### src/rtl/pipe_rca_pkg.sv
// pipe_rca_pkg: default sizing constants and pipeline-depth helper shared by the pipe_rca slice
package pipe_rca_pkg;
    localparam int DEF_WIDTH = 32;
    localparam int DEF_SEG_W = 8;
    function automatic int stages(input int width, input int seg_w);
        return width / seg_w;
    endfunction
endpackage

### src/rtl/pipe_rca_if.sv
// pipe_rca_if: operand/result handshake bundle for pipe_rca
//   master (producer/consumer side): drives in_valid, a, b, cin, out_ready
//   slave  (adder side): drives in_ready, out_valid, sum, cout (and ovf under PIPE_RCA_OVF_EN)
interface pipe_rca_if import pipe_rca_pkg::*; #(parameter int WIDTH = DEF_WIDTH) ();
    logic             in_valid;
    logic             in_ready;
    logic [WIDTH-1:0] a;
    logic [WIDTH-1:0] b;
    logic             cin;
    logic             out_valid;
    logic             out_ready;
    logic [WIDTH-1:0] sum;
    logic             cout;
`ifdef PIPE_RCA_OVF_EN
    logic             ovf;
    modport master (output in_valid, a, b, cin, out_ready, input in_ready, out_valid, sum, cout, ovf);
    modport slave  (input in_valid, a, b, cin, out_ready, output in_ready, out_valid, sum, cout, ovf);
`else
    modport master (output in_valid, a, b, cin, out_ready, input in_ready, out_valid, sum, cout);
    modport slave  (input in_valid, a, b, cin, out_ready, output in_ready, out_valid, sum, cout);
`endif
endinterface

### src/rtl/pipe_rca_seg.sv
// rca_seg: combinational W-bit ripple-carry adder segment
//   a, b : segment operands      ci : carry in
//   s    : segment sum           co : carry out    cm : carry into the segment MSB
module rca_seg #(parameter int W = 8) (
    input  logic [W-1:0] a,
    input  logic [W-1:0] b,
    input  logic         ci,
    output logic [W-1:0] s,
    output logic         co,
    output logic         cm
);
    logic c;
    always_comb begin
        c  = ci;
        cm = ci;
        s  = '0;
        for (int i = 0; i < W; i++) begin
            cm   = c;
            s[i] = a[i] ^ b[i] ^ c;
            c    = (a[i] & b[i]) | (c & (a[i] ^ b[i]));
        end
        co = c;
    end
endmodule

### src/rtl/pipe_rca.sv
// pipe_rca: WIDTH-bit adder pipelined as WIDTH/SEG_W ripple-carry stages with a global valid/ready stall
//   clk, rst_n : clock, asynchronous active-low reset
//   bus        : pipe_rca_if.slave (in_valid/in_ready/a/b/cin in, out_valid/out_ready/sum/cout out)
//   PIPE_RCA_OVF_EN : adds the registered signed-overflow output bus.ovf
module pipe_rca import pipe_rca_pkg::*; #(
    parameter int WIDTH = DEF_WIDTH,
    parameter int SEG_W = DEF_SEG_W
) (
    input logic     clk,
    input logic     rst_n,
    pipe_rca_if.slave bus
);
    localparam int STAGES = stages(WIDTH, SEG_W);

    if (SEG_W < 1 || WIDTH % SEG_W != 0) begin : g_bad_cfg
        $error("pipe_rca: WIDTH must be a positive multiple of SEG_W");
    end

    logic [STAGES-1:0] r_v;
    logic [STAGES-1:0] r_c;
    logic [WIDTH-1:0]  r_a [STAGES];
    logic [WIDTH-1:0]  r_b [STAGES];
    logic [WIDTH-1:0]  r_s [STAGES];
    logic [STAGES-1:0] w_v;
    logic [STAGES-1:0] w_ci;
    logic [STAGES-1:0] w_co;
    logic [STAGES-1:0] w_cm;
    logic [WIDTH-1:0]  w_a  [STAGES];
    logic [WIDTH-1:0]  w_b  [STAGES];
    logic [WIDTH-1:0]  w_s  [STAGES];
    logic [WIDTH-1:0]  w_sn [STAGES];
    logic [SEG_W-1:0]  w_seg [STAGES];
    logic              w_adv;

    // one global enable: the whole pipe moves unless the result is stuck at the output
    assign w_adv = !r_v[STAGES-1] || bus.out_ready;

    // stage inputs: stage 0 from the bus, later stages from the previous stage registers
    always_comb begin
        w_a[0]  = bus.a;
        w_b[0]  = bus.b;
        w_s[0]  = '0;
        w_ci[0] = bus.cin;
        w_v[0]  = bus.in_valid;
        for (int i = 1; i < STAGES; i++) begin
            w_a[i]  = r_a[i-1];
            w_b[i]  = r_b[i-1];
            w_s[i]  = r_s[i-1];
            w_ci[i] = r_c[i-1];
            w_v[i]  = r_v[i-1];
        end
    end

    for (genvar k = 0; k < STAGES; k++) begin : g_seg
        rca_seg #(.W(SEG_W)) u_seg (
            .a  (w_a[k][k*SEG_W +: SEG_W]),
            .b  (w_b[k][k*SEG_W +: SEG_W]),
            .ci (w_ci[k]),
            .s  (w_seg[k]),
            .co (w_co[k]),
            .cm (w_cm[k])
        );
    end

    // merge each stage's fresh segment into the partial sum carried along the pipe
    always_comb begin
        for (int i = 0; i < STAGES; i++) begin
            w_sn[i] = w_s[i];
            w_sn[i][i*SEG_W +: SEG_W] = w_seg[i];
        end
    end

`ifdef PIPE_RCA_OVF_EN
    logic r_ovf;
`endif

    always_ff @(posedge clk or negedge rst_n) begin
        if (!rst_n) begin
            r_v <= '0;
            r_c <= '0;
            for (int i = 0; i < STAGES; i++) begin
                r_a[i] <= '0;
                r_b[i] <= '0;
                r_s[i] <= '0;
            end
`ifdef PIPE_RCA_OVF_EN
            r_ovf <= 1'b0;
`endif
        end else if (w_adv) begin
            r_v <= w_v;
            r_c <= w_co;
            for (int i = 0; i < STAGES; i++) begin
                r_a[i] <= w_a[i];
                r_b[i] <= w_b[i];
                r_s[i] <= w_sn[i];
            end
`ifdef PIPE_RCA_OVF_EN
            r_ovf <= w_cm[STAGES-1] ^ w_co[STAGES-1];
`endif
        end
    end

    assign bus.in_ready  = w_adv;
    assign bus.out_valid = r_v[STAGES-1];
    assign bus.sum       = r_s[STAGES-1];
    assign bus.cout      = r_c[STAGES-1];
`ifdef PIPE_RCA_OVF_EN
    assign bus.ovf       = r_ovf;
`endif
endmodule

### src/flat_wrapper.sv
// flat-port wrapper written by rule: the top's interface ports become plain ports
module pipe_rca_flat import pipe_rca_pkg::*;
#(
    parameter int WIDTH = DEF_WIDTH,
    parameter int SEG_W = DEF_SEG_W
)
  (clk, rst_n, bus_in_valid, bus_a, bus_b, bus_cin, bus_out_ready, bus_in_ready, bus_out_valid, bus_sum, bus_cout);
  pipe_rca_if #(.WIDTH(WIDTH)) bus_i ();
  input logic clk;
  input logic rst_n;
  input wire logic [$bits(bus_i.in_valid)-1:0] bus_in_valid;
  input wire logic [$bits(bus_i.a)-1:0] bus_a;
  input wire logic [$bits(bus_i.b)-1:0] bus_b;
  input wire logic [$bits(bus_i.cin)-1:0] bus_cin;
  input wire logic [$bits(bus_i.out_ready)-1:0] bus_out_ready;
  output wire logic [$bits(bus_i.in_ready)-1:0] bus_in_ready;
  output wire logic [$bits(bus_i.out_valid)-1:0] bus_out_valid;
  output wire logic [$bits(bus_i.sum)-1:0] bus_sum;
  output wire logic [$bits(bus_i.cout)-1:0] bus_cout;
  assign bus_i.in_valid = bus_in_valid;
  assign bus_i.a = bus_a;
  assign bus_i.b = bus_b;
  assign bus_i.cin = bus_cin;
  assign bus_i.out_ready = bus_out_ready;
  assign bus_in_ready = bus_i.in_ready;
  assign bus_out_valid = bus_i.out_valid;
  assign bus_sum = bus_i.sum;
  assign bus_cout = bus_i.cout;
  pipe_rca #(.WIDTH(WIDTH), .SEG_W(SEG_W)) u_core (.clk(clk), .rst_n(rst_n), .bus(bus_i));
endmodule
### config.mk
export PLATFORM = sky130hd
export DESIGN_NAME = pipe_rca_flat
export DESIGN_NICKNAME = d
export VERILOG_FILES = /design/src/rtl/pipe_rca_pkg.sv /design/src/rtl/pipe_rca_if.sv /design/src/rtl/pipe_rca_seg.sv /design/src/rtl/pipe_rca.sv /design/src/flat_wrapper.sv
export SDC_FILE = /design/constraint.sdc
export NUM_CORES = 1
export LEC_CHECK = 0
export ABC_AREA = 1
export BUFFER_PORTS_ARGS = -buffer_cell sky130_fd_sc_hd__clkbuf_2
export CORE_AREA = 2 2 123 125
export DETAILED_ROUTE_END_ITERATION = 10
export DIE_AREA = 0 0 125 127
export PLACE_DENSITY = 0.88
export SLEW_MARGIN = 20
export SYNTH_ARGS = -nofsm -noshare
export SYNTH_HDL_FRONTEND = slang
export SYNTH_SLANG_ARGS = --single-unit
### constraint.sdc
create_clock -name clk -period 5 [get_ports clk]
set_input_delay 0.75 -clock clk [delete_from_list [all_inputs] [get_ports clk]]
set_output_delay 0.75 -clock clk [all_outputs]
set_load 0.01 [all_outputs]
==> metrics.md <==
| Metric | Value |
|---|---|
| Root Driver | clkbuf_16 |
| Initial antenna violation count | 0 |
| Cts-stage hold buffer count | 0 |
| Via count of the first global-routing pass | 5692 |
| Yosys reg bits | around 180 |
| Lkg Pwr | 4.99 nW |
| Final period util | 83.4% |
| Overflow after GRT | 0 |
| Largest net degree at the start of global routing | 110 |
| Max VDD drop | 0.491 mV |
| Fin Hold WS | 0.291 ns |
| Placed Area | 0.00851 mm² |
| Post-synthesis sequential area ratio | 55.9% |
| CTS Buffer Depth | 2 |
| Register area | about 0.0046 mm² |
| First-pass GRT wire length | around 27 mm |
| Clock transition at path regs | 0.07 ns |
| Final WL | 15.8 mm |
| Synthesized area | 0.00823 mm² |
| Clk_lat worst skew | 0.43 ns |
| Total power | 5.69 mW |
| ANT cells | 0 |
| Crit. End Element | flip-flop |
| 1st-pass router iterations | 5 |
| Distinct cell type count after synthesis | 9 |
| RSZ-0062 raised after global routing | no |
| Pwr Density | around 630 mW/mm² |
| CP arrival | 4.54 ns |
| Fin. Hold Viols | 0 |
| Post-CTS setup buffers | 0 |
| Commonest non-fill, non-tap cell in the layout | nand2_1 |
| Core area | approximately 0.014 mm² |
| Min cycle time layout | 4.17 ns |
| CTS tree | yes |
| Gpl congestion | between 0.7 and 0.8 |
| DIE HEIGHT | between 100 and 150 µm |
| Critical Path, Cell by Cell | fa_1 > inv_1 > fa_1 > inv_1 > fa_1 > fa_1 > fa_1 > fa_1 > fa_1 > inv_1 > fa_1 > inv_1 > nand2_1 > nand2_1 |
| Clock sink count | 184 |
| Syn_area_per_cell | about 9.1 µm² |
| Worst Path Class, Setup | flip-flop to flip-flop |
| Largest area contributor in the netlist | dfrtp_1 |
| Crit start category | flip-flop |
| DRC viols | 0 |
| Most frequent CP cell | fa_1 |
| Post-synth top area share | around 56% |
| Chip width | 125 µm |
| Num rows | 44 |
| CP max stage delay | roughly 0.47 ns |
| Vias | 5943 |
| Share of cells above drive strength 1 | roughly 15% |
| Slew @ Worst Pin | 0.938 ns |
| Post-Syn Nets | roughly 1000 |
| Clock Skew | ~0.007 ns |
| Max-cap viol count | 0 |
| Status | finished, final reports clean |
| Placed instance count | 1101 |
| Via/cell ratio | 5.24 |
| Yosys warnings | 0 |
| Slowest CP cell | fa_1 |
| Slew HR | between 30% and 40% |
| Ranking of synthesized cells by area | dfrtp_1 (56%), nand2_1 (17%), nand3_1 (11%) |
| Combined area of the multi-input logic cells | 0.00295 mm² |
| Initial DRC count | 554 |
| Cells after synthesis | ~900 |
| Non-Filler Instances | approximately 1100 |
| Most frequent cells in the layout | nand2_1 (367), nand3_1 (183), dfrtp_1 (183) |
| Final nets | 1038 |
| Area Overhead vs Synth | 10.4% |
| Post-cts sizing count | 0 |
| Post-DP HPWL | between 9 and 10 mm |
| HP Class | input pin to asynchronous set/reset pin |
| Max-slew violation count | 0 |
| WL/cell | 13.9 µm |
| I/O pin count | 104 |
| FILL cells | 1205 |
| Req. time, crit path | 5.37 ns |
| H-tree depth | 4 |
| Setup-failing EPs final | 0 |
| CP max FO | 2 |
| Fin area | 0.00909 mm² |
| Number of nets with antenna violations after routing | 0 |
| Initial core utilization | 57.1% |
| Port Buf Inserts | 103 |
| Post-Route Setup TNS | 0 ns |
| Total CTS buffers | 17 |
| Total track usage | about a fifth |
| Fmax | 240 MHz |
| Die area | 0.0159 mm² |
==> sequential cells by signal, indices dropped and copies added, names as in the netlist <==
signal and flops:
u_core.r_b 48, u_core.r_v 4, u_core.r_c 4, u_core.bus.sum 32, u_core.r_a 48, u_core.r_s 48
==> cell usage after synthesis (all sizes together) <==
cell and instances:
dfrtp 184, inv 42, clkbuf 4, nand3 183, fa 32, nand2 368
buf 88
==> through the flow <==
stage | utilization (%) | setup slack, ns
2_1_floorplan | - | 1.05
3_3_place_gp | 59.0 | 0.822
3_5_place_dp | 59.0 | 0.774
5_1_grt | 63.0 | 0.542
6_report | 63.0 | 0.830
4_1_cts | 62.9 | 0.787
==> cell families (layout without fill, tap and decap cells) <==
group                    after synthesis  count (layout)  share of synthesized area [%]
flip-flops                           184             184                           55.9
adder cells (fa/ha/maj)               32              32                           7.78
AND/OR/NAND/NOR                      551             551                           27.9
buffers and inverters                134             183                           8.40
==> where the power goes <==
part           switching (mW)  total [mW]  internal (mW)
clock network           0.573        1.25          0.681
logic                    1.11        1.81          0.708
registers               0.490        2.62           2.13
total                    2.17        5.69           3.52
==> layout make-up <==
| type | instances | share of cell area [%] |
|---|---|---|
| flip-flops and latches | 184 | 50.7 |
| multi-input cells | 583 | 32.4 |
| repair buffers | 109 | 6.48 |
| clock buffers | 20 | 5.13 |
| well taps | 184 | 2.53 |
| inverters | 42 | 1.79 |
| clock inverters | 12 | 1.00 |
==> final timing paths <==
| check | start | cells after the start | slack [ns] | to |
|---|---|---|---|---|
| worst max-delay path | u_core.r_a[80]$_DFFE_PN0P_ | 14 | 0.83 | u_core.r_s[55]$_DFFE_PN0P_ |
| worst min-delay path | rst_n | 1 | 0.29 | u_core.r_s[100]$_DFFE_PN0P_ |
| worst max register to register | u_core.r_a[80]$_DFFE_PN0P_ | 14 | 0.83 | u_core.r_s[55]$_DFFE_PN0P_ |
| worst min register to register | u_core.r_s[47]$_DFFE_PN0P_ | 2 | 0.46 | u_core.bus.sum[15]$_DFFE_PN0P_ |
| max in group asynchronous | rst_n | 2 | 3.52 | u_core.r_v[3]$_DFFE_PN0P_ |
| min in group clk | u_core.r_s[47]$_DFFE_PN0P_ | 2 | 0.46 | u_core.bus.sum[15]$_DFFE_PN0P_ |
==> per-layer routing <==
metal  up-vias  part of all wire (%)  GRT usage [%]
met4         0                   1.6           6.54
met1      2890                    46           31.3
met3        16                   4.9           4.98
met5         -                     0              0
met2       180                    48           32.3
li1       2857                     -              -
==> worst max-delay path, delay by kind of cell (launching register included) <==
kind | cells | cell delay, ns
flops | 1 | 0.40
simple gates | 2 | 0.14
buf+inv | 4 | 0.30
fa+ha+maj | 8 | 3.26
Note: power is estimated with default switching activity, not from simulation.
